==> src/rtl/bcd_step_counter_pkg.sv <==
// Shared types, constants and step arithmetic for the BCD step counter.
// Used by the top level and the tick prescaler.
package bcd_step_pkg;

   localparam int unsigned CODE_W = 4;

   localparam logic [CODE_W-1:0] DEF_MIN_CODE = 4'd1;
   localparam logic [CODE_W-1:0] DEF_MAX_CODE = 4'd9;

   typedef enum logic {
      IDLE = 1'b0,
      RUN  = 1'b1
   } state_t;

   // Returns {wrap, next}; wrap is set when the step crosses a range end.
   function automatic logic [CODE_W:0] next_code(
      input logic [CODE_W-1:0] code,
      input logic              up,
      input logic [CODE_W-1:0] min_code,
      input logic [CODE_W-1:0] max_code
   );
      logic [CODE_W:0] res;
      if (up) begin
         if (code == max_code) res = {1'b1, min_code};
         else                  res = {1'b0, code + 1'b1};
      end else begin
         if (code == min_code) res = {1'b1, max_code};
         else                  res = {1'b0, code - 1'b1};
      end
      return res;
   endfunction

endpackage

==> src/rtl/bcd_step_counter_if.sv <==
// Control and code-output bundle between the counter and its user.
// master drives the controls; slave is the counter itself.
interface bcd_step_counter_if;
   import bcd_step_pkg::*;

   logic              en;
   logic              dir;
   logic              step;
   logic              load;
   logic [CODE_W-1:0] load_val;
   logic              a;
   logic              b;
   logic              c;
   logic              d;
   logic              wrap;
   logic              load_err;
   logic              running;

   modport master (
      output en, dir, step, load, load_val,
      input  a, b, c, d, wrap, load_err, running
   );

   modport slave (
      input  en, dir, step, load, load_val,
      output a, b, c, d, wrap, load_err, running
   );

endinterface

==> src/rtl/bcd_step_counter_tick_prescaler.sv <==
// Free-running divider producing a one-cycle tick every TICK_DIV enabled
// cycles; clr restarts the count so the next tick is a full period away.
module tick_prescaler #(
   parameter int unsigned TICK_DIV = 4
) (
   input  logic clk,
   input  logic rst,
   input  logic clr,
   input  logic en,
   output logic tick
);

   localparam int unsigned CNT_W = (TICK_DIV > 1) ? $clog2(TICK_DIV) : 1;
   localparam logic [CNT_W-1:0] LAST = CNT_W'(TICK_DIV - 1);

   logic [CNT_W-1:0] cnt;

   always_comb begin
      tick = en && (cnt == LAST);
   end

   always_ff @(posedge clk) begin
      if (rst || clr) begin
         cnt <= '0;
      end else if (en) begin
         if (tick) cnt <= '0;
         else      cnt <= cnt + 1'b1;
      end
   end

endmodule

==> src/rtl/bcd_step_counter.sv <==
// Registered 0001..1001 code generator driving a BCD one-hot decoder.
// Define BCD_STEP_PINGPONG_EN to bounce direction at the range ends in RUN.
module bcd_step_counter
   import bcd_step_pkg::*;
#(
   parameter int unsigned       TICK_DIV = 4,
   parameter logic [CODE_W-1:0] MIN_CODE = DEF_MIN_CODE,
   parameter logic [CODE_W-1:0] MAX_CODE = DEF_MAX_CODE
) (
   input logic               clk,
   input logic               rst,
   bcd_step_counter_if.slave bus
);

   if (TICK_DIV < 1 || MIN_CODE >= MAX_CODE) begin : g_bad_params
      $error("bcd_step_counter: illegal TICK_DIV/MIN_CODE/MAX_CODE");
   end

   state_t            state;
   logic              step_q;
   logic [CODE_W-1:0] code;
   logic              wrap_q;
   logic              load_err_q;

   logic              step_edge;
   logic              run_st;
   logic              run_entry;
   logic              load_ok;
   logic              tick;
   logic              step_req;
   logic              step_up;
   logic              step_wrap;
   logic [CODE_W-1:0] step_code;

`ifdef BCD_STEP_PINGPONG_EN
   logic              dir_q;
`endif

   always_comb begin
      step_edge = bus.step & ~step_q;
      run_st    = (state == RUN);
      run_entry = (state == IDLE) && bus.en;
      load_ok   = bus.load && (bus.load_val >= MIN_CODE) && (bus.load_val <= MAX_CODE);
      step_req  = run_st ? tick : step_edge;

      step_up = bus.dir;
      {step_wrap, step_code} = next_code(code, bus.dir, MIN_CODE, MAX_CODE);
`ifdef BCD_STEP_PINGPONG_EN
      // In RUN a would-be wrap becomes a reversal: step once the other way.
      if (run_st) begin
         step_up = dir_q;
         {step_wrap, step_code} = next_code(code, dir_q, MIN_CODE, MAX_CODE);
         if (step_wrap) begin
            step_up = ~dir_q;
            {step_wrap, step_code} = next_code(code, ~dir_q, MIN_CODE, MAX_CODE);
         end
      end
`endif
   end

   tick_prescaler #(
      .TICK_DIV(TICK_DIV)
   ) u_prescaler (
      .clk  (clk),
      .rst  (rst),
      .clr  (run_entry | load_ok),
      .en   (run_st),
      .tick (tick)
   );

   always_ff @(posedge clk) begin
      if (rst) begin
         state      <= IDLE;
         step_q     <= 1'b0;
         code       <= MIN_CODE;
         wrap_q     <= 1'b0;
         load_err_q <= 1'b0;
`ifdef BCD_STEP_PINGPONG_EN
         dir_q      <= 1'b1;
`endif
      end else begin
         step_q     <= bus.step;
         state      <= bus.en ? RUN : IDLE;
         wrap_q     <= 1'b0;
         load_err_q <= 1'b0;
         if (load_ok) begin
            code <= bus.load_val;
         end else begin
            // A rejected load still lets a coincident step through.
            load_err_q <= bus.load;
            if (step_req) begin
               code   <= step_code;
               wrap_q <= step_wrap;
`ifdef BCD_STEP_PINGPONG_EN
               if (run_st) dir_q <= step_up;
`endif
            end
         end
`ifdef BCD_STEP_PINGPONG_EN
         if (run_entry) dir_q <= bus.dir;
`endif
      end
   end

   assign bus.a        = code[3];
   assign bus.b        = code[2];
   assign bus.c        = code[1];
   assign bus.d        = code[0];
   assign bus.wrap     = wrap_q;
   assign bus.load_err = load_err_q;
   assign bus.running  = run_st;

endmodule

==> src/flat_wrapper.sv <==
// flat-port wrapper written by rule: the top's interface ports become plain ports
module bcd_step_counter_flat import bcd_step_pkg::*;
#(
   parameter int unsigned       TICK_DIV = 4,
   parameter logic [CODE_W-1:0] MIN_CODE = DEF_MIN_CODE,
   parameter logic [CODE_W-1:0] MAX_CODE = DEF_MAX_CODE
)
  (clk, rst, bus_en, bus_dir, bus_step, bus_load, bus_load_val, bus_a, bus_b, bus_c, bus_d, bus_wrap, bus_load_err, bus_running);
  bcd_step_counter_if bus_i ();
  input logic clk;
  input logic rst;
  input wire logic [$bits(bus_i.en)-1:0] bus_en;
  input wire logic [$bits(bus_i.dir)-1:0] bus_dir;
  input wire logic [$bits(bus_i.step)-1:0] bus_step;
  input wire logic [$bits(bus_i.load)-1:0] bus_load;
  input wire logic [$bits(bus_i.load_val)-1:0] bus_load_val;
  output wire logic [$bits(bus_i.a)-1:0] bus_a;
  output wire logic [$bits(bus_i.b)-1:0] bus_b;
  output wire logic [$bits(bus_i.c)-1:0] bus_c;
  output wire logic [$bits(bus_i.d)-1:0] bus_d;
  output wire logic [$bits(bus_i.wrap)-1:0] bus_wrap;
  output wire logic [$bits(bus_i.load_err)-1:0] bus_load_err;
  output wire logic [$bits(bus_i.running)-1:0] bus_running;
  assign bus_i.en = bus_en;
  assign bus_i.dir = bus_dir;
  assign bus_i.step = bus_step;
  assign bus_i.load = bus_load;
  assign bus_i.load_val = bus_load_val;
  assign bus_a = bus_i.a;
  assign bus_b = bus_i.b;
  assign bus_c = bus_i.c;
  assign bus_d = bus_i.d;
  assign bus_wrap = bus_i.wrap;
  assign bus_load_err = bus_i.load_err;
  assign bus_running = bus_i.running;
  bcd_step_counter #(.TICK_DIV(TICK_DIV), .MIN_CODE(MIN_CODE), .MAX_CODE(MAX_CODE)) u_core (.clk(clk), .rst(rst), .bus(bus_i));
endmodule
==> config.mk <==
export PLATFORM = sky130hd
export DESIGN_NAME = bcd_step_counter_flat
export DESIGN_NICKNAME = d
export VERILOG_FILES = /design/src/rtl/bcd_step_counter_pkg.sv /design/src/rtl/bcd_step_counter_if.sv /design/src/rtl/bcd_step_counter_tick_prescaler.sv /design/src/rtl/bcd_step_counter.sv /design/src/flat_wrapper.sv
export SDC_FILE = /design/constraint.sdc
export NUM_CORES = 1
export LEC_CHECK = 0
export ABC_AREA = 1
export BUFFER_PORTS_ARGS = -buffer_cell sky130_fd_sc_hd__buf_2
export CAP_MARGIN = 20
export CORE_AREA = 4 4 71 47
export CTS_CLUSTER_SIZE = 14
export DETAILED_ROUTE_END_ITERATION = 8
export DIE_AREA = 0 0 75 51
export PLACE_DENSITY = 0.54
export SETUP_SLACK_MARGIN = 0.4
export SLEW_MARGIN = 20
export SYNTH_ARGS = -nofsm -noshare
export SYNTH_HDL_FRONTEND = slang
export SYNTH_SLANG_ARGS = --single-unit
==> constraint.sdc <==
create_clock -name clk -period 3.47 [get_ports clk]
set_clock_uncertainty 0.2 [all_clocks]
set_input_delay 0.347 -clock clk [delete_from_list [all_inputs] [get_ports clk]]
set_output_delay 0.347 -clock clk [all_outputs]
set_load 0.01 [all_outputs]
==> flow_summary_export.csv <==
group,metric,value,unit
setup_path,cp_max_fo,6,
clock_tree,post_cts_buffers,0,
sta,drv_slew,0,
clock_tree,hold_buffers,0,
setup_path,worstPathRequired,3.38,ns
synth,syn-num-nets,121,
setup_path,r2r-start,"u_core.code[1]$_SDFFE_PP0P_",
power,leakage,0.455,nW
clock_tree,cts_sinks,10,
die,start_util,25.7,%
clock_tree,clk_pin_slew_worst_paths,0.04,ns
setup_path,crit_buf_inv,1,
die,io-pin-count,17,
synth,synth_common_cells,"nand2_1 (26), inv_1 (16), nand3_1 (14), dfxtp_1 (10), nor2_1 (9)",
synth,ys_seq_area_share,28.6,%
synth,yosys.area.top_type_share,28.6,%
placed_design,place_area,822,sq um
setup_path,cp-start-kind,"flop",
clock_tree,clk_latency,0.23,ns
clock_tree,cts_resized,0,
synth,ys.flop_type,"dfxtp_1",
clock_tree,numCtsBuffers,3,
global_route,grt_max_degree,11,
cells_and_area,instances_no_fill,159,
global_route,antenna_found_initial,0,
synth,synthesis.area_per_instance,6.60,sq um
sta,setup_viol,0,
global_route,grt_pass1_vias,549,
clock_tree,cts_root_buf,"clkbuf_8",
run,maxCapViolations,0,
detailed_routing,dr_total_vias,695,
synth,synth_edf_count,0,
sta,relSlewSlack,83.6,%
placed_design,portBuffers,16,
power,seq_power_share,39.6,%
clock_tree,cts_buffer_depth,2,
sta,hold_violations,0,
setup_path,timing.critical_path.mode_cell,"nand2_1",
setup_path,cp_top_family,"simple AND/OR/NAND/NOR gates",
power,power_density,387,nW/um^2
sta,max_freq,601,MHz
power,p_int,0.233,mW
power,pwr-share-comb,26.1,%
synth,synth-warning-count,0,
sta,finalSetupTns,0,ns
sta,rsz0062_at_grt,"no",
global_route,grt-ovfl-total,0,
placed_design,dp.cells,156,
setup_path,crit_chain,"inv_1 > ha_1 > nand3_2 > nand2_2 > nand2_1 > nand2_1 > nand2_1 > nand2_1 > nand2_1 > nand3_1",
setup_path,cp-end-kind,"flop",
setup_path,cp.arrival,1.58,ns
worst_hold_path,min-delay-start,"rst",
setup_path,slowest_delay,0.42,ns
die,core,2720,sq um
placed_design,gp_congestion,0.709,
synth,post-synth-top-area-cell,"dfxtp_1",
synth,synthTopCellsByArea,"dfxtp_1 (29%), nand2_1 (14%), nand3_1 (10%)",
setup_path,slowest_stage,"dfxtp_1",
synth,ys_types,20,
power,p_clk_share,34.4,%
power,swShare,30.4,%
cells_and_area,area_delta_synth_final,23.4,%
global_route,grt_pass1_wl,2.50,mm
detailed_routing,wl_per_cell,9.68,microns
synth,synthMostInstantiatedCell,"nand2_1",
cells_and_area,nets,142,
power,peakVddDrop,0.150,mV
die,dieHeight,51,microns
synth,synth_area,699,sq um
power,p_sw,0.102,mW
sta,period_needed,1.66,ns
detailed_routing,drtPass1Iterations,4,
cells_and_area,drive_above_1_share,27.2,%
worst_hold_path,hold_path_class,"primary input to flop",
clock_tree,htreeDepth,1,
cells_and_area,finish.utilization,31.7,%
setup_path,startpoint,"u_core.code[1]$_SDFFE_PP0P_",
die,num_rows,15,
detailed_routing,drt-vias-per-instance,4.37,
die,fp.dieArea,3830,sq um
detailed_routing,postRouteWirelength,1.54,mm
clock_tree,cts_tree,"built",
die,die_w,75,microns
synth,ys_ff_latch,10,
placed_design,dp_hpwl,1.32,mm
sta,finalCritPeriodShare,48.0,%
cells_and_area,design_area,863,sq um
sta,whs,0.130,ns
setup_path,crit_type,"flop to flop",
sta,worst_pin_slew,0.245,ns
detailed_routing,drc,0,
global_route,track_usage,8.65,%
synth,async_flop_share,0,%
synth,syn-instance-count,106,
run_status,outcome,"finished clean",
detailed_routing,drt_iter0_drc,53,
detailed_routing,ant_nets,0,
cells_and_area,diodes,0,
-- path summary, 6_finish.rpt --
path / end / depth (start not counted) / slack (ns)
worst min register to register: u_core.u_prescaler.cnt[1]$_SDFFE_PP0P_ / 2 / 0.27
worst min-delay path: u_core.step_q$_SDFF_PP0_ / 2 / 0.13
worst max-delay path: u_core.code[0]$_SDFFE_PP1P_ / 10 / 1.81
worst max register to register: u_core.code[0]$_SDFFE_PP1P_ / 10 / 1.81
-- power groups by stage --
stage	Combinational (mW)	Sequential [mW]	Clock [mW]
2_1_floorplan	0.0584	0.135	0
3_3_place_gp	0.0866	0.134	0
3_5_place_dp	0.0875	0.135	0
4_1_cts	0.0880	0.132	0.119
5_1_grt	0.0986	0.134	0.127
6_report	0.0871	0.132	0.115
-- per-layer routing --
metal  vias up  track usage, %  wire (microns)
li1        376               -               -
met3         3            4.32             187
met1       287            13.2             747
met4         0            1.78               7
met5         -               0               0
met2        29            10.4             597
-- logic make-up after synthesis --
group | share of synthesized area (%)
AO/OA/AOI/OAI | 10.6
adder cells (fa/ha/maj) | 8.94
buffers and inverters | 10.2
flip-flops | 28.6
AND/OR/NAND/NOR | 41.7
-- registers in the layout, summed over array words and instances (netlist names) --
signal                  cells
u_core.code                 4
u_core.u_prescaler.cnt      2
u_core.bus.load_err         1
u_core.bus.running          1
u_core.bus.wrap             1
u_core.step_q               1
-- cell usage in the layout, fill, tap and decap left out --
cell and n:
nand3_2 1, nor2_1 9, nand3_4 1, dfxtp_1 10, o21ai_2 2, ha_1 5
o21ai_0 2, a21boi_0 1, o21bai_2 1, nand3_1 14, clkbuf_8 3, nand2_2 3
nand2_1 26, inv_2 3, o211ai_1 1, nor2_2 4, nor3_1 1, nand4_1 1
a21oi_1 4, inv_1 16, nand3b_1 1, buf_2 16
-- final cells by class --
class / instances / area (sq um)
Clock buffer: 3 / 41.3
Tap cell: 34 / 42.5
Timing Repair Buffer: 16 / 80.1
Sequential cell: 10 / 200
Multi-Input combinational cell: 77 / 428
Fill cell: 298 / 1860
Inverter: 19 / 71.3
-- stage by stage --
stage | worst slack, ns | power [mW]
2_1_floorplan | 1.91 | 0.194
3_3_place_gp | 1.79 | 0.221
3_5_place_dp | 1.80 | 0.222
4_1_cts | 1.79 | 0.339
5_1_grt | 1.64 | 0.359
6_report | 1.81 | 0.334
Power figures use the tool's default switching activity.
